**src/rtl/filter_pkg.sv**
```systemverilog
// filter_pkg: shared constants, FSM state type and lane-mask helper for the filter loader.
// Latency: n/a (declarations only).
// Backpressure: n/a.
package filter_pkg;

  localparam int DATA_W    = 8;               // bits per filter entry
  localparam int LANES     = 4;               // entries per memory word / buffer write
  localparam int WORDS_MAX = 4;               // words in a full kernel
  localparam int DEPTH     = LANES * WORDS_MAX;
  localparam int LEN_W     = 5;               // filter_len width (0..16, larger clamped)
  localparam int K_W       = 2;               // word index width

  typedef enum logic [1:0] {
    IDLE  = 2'd0,
    READ  = 2'd1,
    DRAIN = 2'd2,
    DONE  = 2'd3
  } state_e;

  // Lanes enabled in the last word, from filter_len mod 4.
  // A remainder of 0 means the last word is full.
  function automatic logic [LANES-1:0] lane_mask(input logic [1:0] rem);
    case (rem)
      2'd1:    lane_mask = 4'b0001;
      2'd2:    lane_mask = 4'b0011;
      2'd3:    lane_mask = 4'b0111;
      default: lane_mask = 4'b1111;
    endcase
  endfunction

endpackage

```
**src/rtl/filter_wr_stage.sv**
```systemverilog
// filter_wr_stage: write-stage register and buf_en decoder for the filter buffer.
// Latency: write happens exactly 1 cycle after its read strobe; data passes combinationally.
// Backpressure: none; every issued read produces a write on the following cycle.
//
// Ports:
//   clk, rst        clock / synchronous active-high reset
//   rd_vld          read strobe issued this cycle
//   rd_k, rd_mask   word index and lane mask of that read
//   mem_rdata       memory data, valid the cycle after rd_vld
//   buf_data        lane data to the filter buffer (0 outside write cycles)
//   buf_en          per-entry write enable (bits 4*k+i for enabled lanes i)
module filter_wr_stage
  import filter_pkg::*;
(
  input  logic              clk,
  input  logic              rst,
  input  logic              rd_vld,
  input  logic [K_W-1:0]    rd_k,
  input  logic [LANES-1:0]  rd_mask,
  input  logic [DATA_W-1:0] mem_rdata [0:LANES-1],
  output logic [DATA_W-1:0] buf_data  [0:LANES-1],
  output logic [DEPTH-1:0]  buf_en
);

  logic             wr_vld_q;
  logic [K_W-1:0]   wr_k_q;
  logic [LANES-1:0] wr_mask_q;

  always_ff @(posedge clk) begin
    if (rst) begin
      wr_vld_q  <= 1'b0;
      wr_k_q    <= '0;
      wr_mask_q <= '0;
    end else begin
      wr_vld_q  <= rd_vld;
      wr_k_q    <= rd_k;
      wr_mask_q <= rd_mask;
    end
  end

  always_comb begin
    buf_en = '0;
    if (wr_vld_q) begin
      // Place the lane mask on the entry group of word wr_k.
      buf_en = DEPTH'(wr_mask_q) << (wr_k_q * LANES);
    end
    for (int i = 0; i < LANES; i++) begin
      buf_data[i] = wr_vld_q ? mem_rdata[i] : '0;
    end
  end

endmodule

```
**src/rtl/filter_loader.sv**
```systemverilog
// filter_loader: fetches a 1..16 entry kernel from filter memory and writes it into the PE filter buffer.
// Latency: N words -> reads cycles 1..N, writes 2..N+1, done at N+2 after start; len=0 -> done at 1.
// Backpressure: hold=1 suppresses new reads only; reads already issued are always written.
//
// Ports:
//   clk, rst                 clock / synchronous active-high reset
//   start, base_addr,        load request with kernel word address and entry count,
//   filter_len               captured only in IDLE
//   hold                     stall read issue
//   mem_rd_en, mem_addr      filter memory read port (data returns one cycle later on mem_rdata)
//   buf_data, buf_en         filter buffer write port
//   busy, done               load in progress / one-cycle completion pulse
module filter_loader
  import filter_pkg::*;
#(
  parameter int ADDR_W = 8
) (
  input  logic              clk,
  input  logic              rst,
  input  logic              start,
  input  logic [ADDR_W-1:0] base_addr,
  input  logic [LEN_W-1:0]  filter_len,
  input  logic              hold,
  output logic              mem_rd_en,
  output logic [ADDR_W-1:0] mem_addr,
  input  logic [DATA_W-1:0] mem_rdata [0:LANES-1],
  output logic [DATA_W-1:0] buf_data  [0:LANES-1],
  output logic [DEPTH-1:0]  buf_en,
  output logic              busy,
  output logic              done
);

  state_e            state_q;
  logic [ADDR_W-1:0] base_q;
  logic [K_W-1:0]    rd_k_q;
  logic [K_W-1:0]    last_k_q;  // index of the final word
  logic [1:0]        rem_q;     // entries mod 4, selects the last-word mask

  logic [LEN_W-1:0]  len_c;
  logic [K_W-1:0]    last_k_c;
  logic [LANES-1:0]  rd_mask;

  // Lengths above the buffer depth load the whole buffer.
  assign len_c    = (filter_len > LEN_W'(DEPTH)) ? LEN_W'(DEPTH) : filter_len;
  // ceil(len/4)-1; meaningless for len=0, which never enters READ.
  assign last_k_c = K_W'((len_c - LEN_W'(1)) >> 2);

  always_ff @(posedge clk) begin
    if (rst) begin
      state_q  <= IDLE;
      base_q   <= '0;
      rd_k_q   <= '0;
      last_k_q <= '0;
      rem_q    <= '0;
    end else begin
      case (state_q)
        IDLE: begin
          if (start) begin
            base_q   <= base_addr;
            rd_k_q   <= '0;
            last_k_q <= last_k_c;
            rem_q    <= len_c[1:0];
            state_q  <= (len_c == '0) ? DONE : READ;
          end
        end
        READ: begin
          if (!hold) begin
            rd_k_q <= rd_k_q + K_W'(1);
            if (rd_k_q == last_k_q) state_q <= DRAIN;
          end
        end
        // One cycle for the final write to land in the buffer.
        DRAIN:   state_q <= DONE;
        default: state_q <= IDLE;
      endcase
    end
  end

  // Read issue reacts to hold in the same cycle so a stall never wastes a slot.
  assign mem_rd_en = (state_q == READ) && !hold;
  assign mem_addr  = mem_rd_en ? (base_q + ADDR_W'(rd_k_q)) : '0;
  assign rd_mask   = (rd_k_q == last_k_q) ? lane_mask(rem_q) : {LANES{1'b1}};
  assign busy      = (state_q == READ) || (state_q == DRAIN);
  assign done      = (state_q == DONE);

  filter_wr_stage u_wr_stage (
    .clk       (clk),
    .rst       (rst),
    .rd_vld    (mem_rd_en),
    .rd_k      (rd_k_q),
    .rd_mask   (rd_mask),
    .mem_rdata (mem_rdata),
    .buf_data  (buf_data),
    .buf_en    (buf_en)
  );

endmodule

```
**config.mk**
```make
export PLATFORM = sky130hd
export DESIGN_NAME = filter_loader
export DESIGN_NICKNAME = d
export VERILOG_FILES = /design/src/rtl/filter_pkg.sv /design/src/rtl/filter_wr_stage.sv /design/src/rtl/filter_loader.sv
export SDC_FILE = /design/constraint.sdc
export NUM_CORES = 1
export LEC_CHECK = 0
export CELL_PAD_IN_SITES_DETAIL_PLACEMENT = 0
export CELL_PAD_IN_SITES_GLOBAL_PLACEMENT = 1
export CORE_MARGIN = 2
export CORE_UTILIZATION = 23
export DETAILED_ROUTE_END_ITERATION = 10
export PLACE_DENSITY_LB_ADDON = 0.1
export SYNTH_ARGS = -nofsm -noshare
export SYNTH_HDL_FRONTEND = slang
export SYNTH_SLANG_ARGS = --single-unit
```
**constraint.sdc**
```tcl
create_clock -name clk -period 2.65 [get_ports clk]
set_clock_uncertainty 0.2 [all_clocks]
set_input_delay 0.6625 -clock clk [delete_from_list [all_inputs] [get_ports clk]]
set_output_delay 0.6625 -clock clk [all_outputs]
set_load 0.005 [all_outputs]
```
# --- Word level (Yosys, flattened, before mapping) ---
# Cells that the tools add are included.
op_classes:
  eq_ne: 10
  mux: 17
  magnitude_cmp: 1
  n_shift: 1
  n_reduce_logical: 9
  add_sub_neg: 3
ops:
  columns: ["cell", "n"]
  rows:
  - ["2-to-1 mux 8 bit", 5]
  - ["2-to-1 mux 16 bit", 1]
  - ["<< shifter 4 x 4 -> 16 bit", 1]
  - ["2-to-1 mux 2 bit", 6]
  - ["case mux 4 bit (3 select lines)", 1]
  - ["adder 8 x 2 -> 8 bit", 1]
  - ["== test 2 bit (second input constant)", 4]
  - ["!= test 2 bit (second input constant)", 3]
  - ["case mux 2 bit (3 select lines)", 1]
  - ["AND reduction 3 bit", 2]
  - ["> comparator 5 bit (second input constant)", 1]
  - ["logical NOT 5 bit", 1]
  - ["2-to-1 mux 5 bit", 1]
  - ["== test 2 x 1 -> 1 bit (second input constant)", 2]
  - ["2-to-1 mux 4 bit", 1]
  - ["case mux 2 bit (2 select lines)", 1]
  - ["subtractor 4 x 1 -> 4 bit (second input constant)", 1]
  - ["adder 2 x 1 -> 2 bit (second input constant)", 1]
  - ["== test 2 bit", 1]
  - ["logical NOT 2 bit", 1]
  - ["AND reduction 2 bit", 1]
  - ["nonzero test 2 bit", 1]
  - ["logical AND 1 bit", 1]
  - ["logical NOT 1 bit", 1]
  - ["logical OR 1 bit", 1]
word_totals:
  regBits: 23
  inputBits: 49
  output_inout_bits: 59
  wordCells: 49

# --- Depth between registers and ports, before layout ---
logic_depth:
  ltp_word: 6
  ltp_mapped: 6

# --- Modules after synthesis ---
# A second synthesis with hierarchy kept.
unflattened:
  cells_unflattened: 197
  area_unflattened_um2: 1572.8
modules_own_cells:
  columns: ["mod", "instances", "seq_area_each_um2", "cells_each", "area_per_inst_um2"]
  rows:
  - ["filter_loader", 1, 320.3, 128, 979.7]
  - ["filter_wr_stage", 1, 140.1, 69, 593.1]

# --- Worst setup path after synthesis ---
# OpenSTA, ideal clock, no wires.
synth_timing:
  path_kind: "reg-to-output"
  start: "register rd_k_q[0]"
  end: "output port mem_addr[6]"
  slack_ns: 0.528
  stages_incl_launch_ff: 6
  t_required_ns: 1.788
  arrival_time_ns: 1.260
  cell_sequence: "dfxtp_1 > ha_1 > fa_1 > nand3_1 > xor2_1 > nor2_1"
synth_between:
  elab_chain_cells: 2
synth_rtl:
  columns: ["element", "line", "source"]
  rows:
  - ["start: declaration", "filter_loader.sv:35", "logic [K_W-1:0] rd_k_q;"]
  - ["start signal: assignment", "filter_loader.sv:68", "rd_k_q <= rd_k_q + K_W'(1);"]
  - ["adder 8 x 2 -> 8 bit", "filter_loader.sv:81", "assign mem_addr = mem_rd_en ? (base_q + ADDR_W'(rd_k_q)) : '0;"]
  - ["2-to-1 mux 8 bit", "filter_loader.sv:81", null]
  - ["end: declaration", "filter_loader.sv:25", "output logic [ADDR_W-1:0] mem_addr,"]
# No other way between the ends.

==> metrics.csv <==
stage,metric,value,unit
status,outcome,finished clean,
cts,numCtsBuffers,3,
die,core-area,0.00628,mm²
global_route,grt.total_usage,12.3,%
power_and_ir_drop,swShare,34.0,%
cells_and_area,final_cells,387,
cells_and_area,diodes,0,
min_path,hold_class,reg2reg,
run,drv_cap,0,
logic_synthesis,ys_warn_count,0,
setup_path,start_kind,primary input,
logic_synthesis,synthTopCellsByCount,"and2_1 (53), dfxtp_1 (23), nand2_1 (21)",
power_and_ir_drop,power.share.clock,16.4,%
setup_path,worstPathMaxFanout,1,
sta,setup_violations,0,
logic_synthesis,ys_seq_area_share,31.1,%
cts,tritoncts,done,
sta,hold_slack,0.283,ns
global_route,grt_max_degree,24,
logic_synthesis,yosysMostFrequentCell,and2_1,
cells_and_area,multi_input_area,0.00101,mm²
global_route,grt_pass1_wl,7.21,mm
power_and_ir_drop,power_switching,0.000445,W
cells_and_area,fin_area,0.00279,mm²
cts,insertion_delay,0.27,ns
cells_and_area,post-route-util,44.5,%
power_and_ir_drop,vdd_drop_max,0.256,mV
cells_and_area,seq_area,464,µm²
logic_synthesis,synthFlopType,dfxtp_1,
die,ios,108,
logic_synthesis,synthCells,197,
die,fp.dieW,84.3,µm
power_and_ir_drop,internal_power,0.000863,W
cells_and_area,nFillCells,656,
die,initial_core_util,23.6,%
logic_synthesis,async_flop_share,0,%
sta,finalCritPeriodShare,98.1,%
sta,timing.final.crit_period,2.60,ns
die,fp.dieH,84.3,µm
sta,hold_viol_final,0,
logic_synthesis,syn_area_per_cell,7.53,µm²
global_route,gr-total-overflow,0,
logic_synthesis,synth_edf_count,0,
setup_path,cp_data_arrival_time,1.74,ns
logic_synthesis,yosysUniqueCellTypes,25,
detailed_routing,wl,4.52,mm
detailed_routing,via_per_inst,4.20,
setup_path,path_class,in2out,
placed_design,numPortBuffers,107,
sta,tightestPinTransition,0.442,ns
cts,root_buffer,clkbuf_8,
sta,maxSlewViolCount,0,
logic_synthesis,synth_area_leader_cell,dfxtp_1,
sta,max_slew_margin,70.4,%
cts,clock_path_buffers,2,
placed_design,placed_area,0.00269,mm²
power_and_ir_drop,p_comb_share,47.4,%
logic_synthesis,syn_nets,255,
cells_and_area,area_delta_synth_final,88.4,%
power_and_ir_drop,p_leak,1.16,nW
detailed_routing,drc,0,
detailed_routing,drt_pass1_iterations,4,
power_and_ir_drop,p_seq_share,36.2,%
cells_and_area,drive_above_1_share,8.71,%
detailed_routing,wl_per_cell,11.7,µm
power_and_ir_drop,power_density,469,mW/mm²
detailed_routing,drt_first_iter_violations,12,
cts,htree_levels,1,
setup_path,reg2regPathDepth,5,
logic_synthesis,synth_seq_cells,23,
global_route,grt_pass1_vias,1500,
die,dieArea,0.00710,mm²
min_path,whs_path_depth,2,
cts,clock_sinks,23,
placed_design,place.gp.congestion,0.756,
setup_path,crit_required,1.79,ns
sta,grt_setup_unrepaired,true,
logic_synthesis,synth_area,0.00148,mm²
cells_and_area,nNetsFinal,369,
setup_path,worstSetupEndpointType,output pin,
placed_design,hpwlAfterDp,3.72,mm
detailed_routing,antenna_left,0,
cts,clk_pin_slew,0.07,ns
logic_synthesis,yosysTopAreaCellShare,31.1,%
placed_design,place_inst,382,
sta,fmaxAchievable,385,MHz
detailed_routing,via_count,1625,
logic_synthesis,yosys-top-cells-area,"dfxtp_1 (31%), and2_1 (22%), ha_1 (6.8%)",
global_route,antenna_found_initial,0,
die,num_rows,29,
[path summary, 6_finish.rpt]
| check | from | end | slack, ns |
|---|---|---|---|
| hold reg to reg | base_q[5]$_SDFFE_PP0P_ | base_q[5]$_SDFFE_PP0P_ | 0.28 |
| setup reg to reg | state_q[0]$_SDFFE_PP0P_ | state_q[0]$_SDFFE_PP0P_ | 0.78 |
| setup / recovery | mem_rdata[12] | buf_data[12] | 0.05 |
| hold / removal | base_q[5]$_SDFFE_PP0P_ | base_q[5]$_SDFFE_PP0P_ | 0.28 |
[cell type report]
class,instances,share of cell area [%]
Clock inverter,1,0.179
Inverter,6,0.806
Tap cell,77,3.45
Timing Repair Buffer,118,41.3
Multi-Input combinational cell,159,36.2
Clock buffer,3,1.48
Sequential cell,23,16.6
[power groups by stage]
stage,registers (W),clock network (W),logic (W)
2_1_floorplan,0.000460,0,0.000320
3_5_place_dp,0.000475,0,0.000614
4_1_cts,0.000467,0.000226,0.000628
6_report,0.000473,0.000215,0.000620
3_3_place_gp,0.000474,0,0.000614
5_1_grt,0.000484,0.000238,0.000697
[what timing repair did]
item | in CTS | in global routing
pin swaps | 0 | 4
resized for setup | 11 | 15
endpoints found under the setup margin | 9 | 19
buffers inserted | 1 | 0
hold buffers | 0 | 0
[routing by layer]
layer	vias to the layer above	part of all wire [%]	global-route usage, %
met4	0	0.99	3.52
li1	859	-	-
met5	-	0	0
met3	5	9.3	2.95
met2	76	44	21.0
met1	685	46	15.5
[per-stage QoR]
stage,worst slack [ns],power [W],setup TNS [ns]
6_report,0.0497,0.00131,0
5_1_grt,-0.0267,0.00142,-0.111
4_1_cts,0.000271,0.00132,0
3_5_place_dp,-0.330,0.00109,-2.76
3_3_place_gp,-0.304,0.00109,-2.60
2_1_floorplan,0.528,0.000779,0
[critical path, stage by stage]
cell	delay, ns
clkdlybuf4s50_1	0.45
and2_1	0.11
clkdlybuf4s50_1	0.51
[kinds of logic after synthesis]
logic type	share of synthesized area [%]
XOR/XNOR	5.32
buffers and inverters	3.80
flip-flops	31.1
AO/OA/AOI/OAI	8.95
AND/OR/NAND/NOR	42.8
adder cells (fa/ha/maj)	8.10
[cell usage in the layout (no fill, tap or decap), types with 3 or more instances in the layout]
| master | n |
|---|---|
| ha_1 | 6 |
| a21oi_1 | 16 |
| xor2_1 | 7 |
| dfxtp_1 | 20 |
| nor3_1 | 7 |
| dlymetal6s2s_1 | 3 |
| nor2_1 | 15 |
| dfxtp_2 | 3 |
| nor3b_1 | 3 |
| dlygate4sd2_1 | 6 |
| clkbuf_8 | 3 |
| clkdlybuf4s50_1 | 96 |
| buf_4 | 11 |
| o21ai_0 | 5 |
| and2_1 | 53 |
| nand2_1 | 21 |
| inv_1 | 6 |
| nor2b_1 | 4 |
[registers in the layout, indices dropped and copies added, names as in the netlist]
name	count
base_q	8
u_wr_stage.wr_mask_q	4
last_k_q	2
rd_k_q	2
rem_q	2
state_q	2
u_wr_stage.wr_k_q	2
u_wr_stage.wr_vld_q	1
Note: power is estimated with default switching activity, not from simulation.
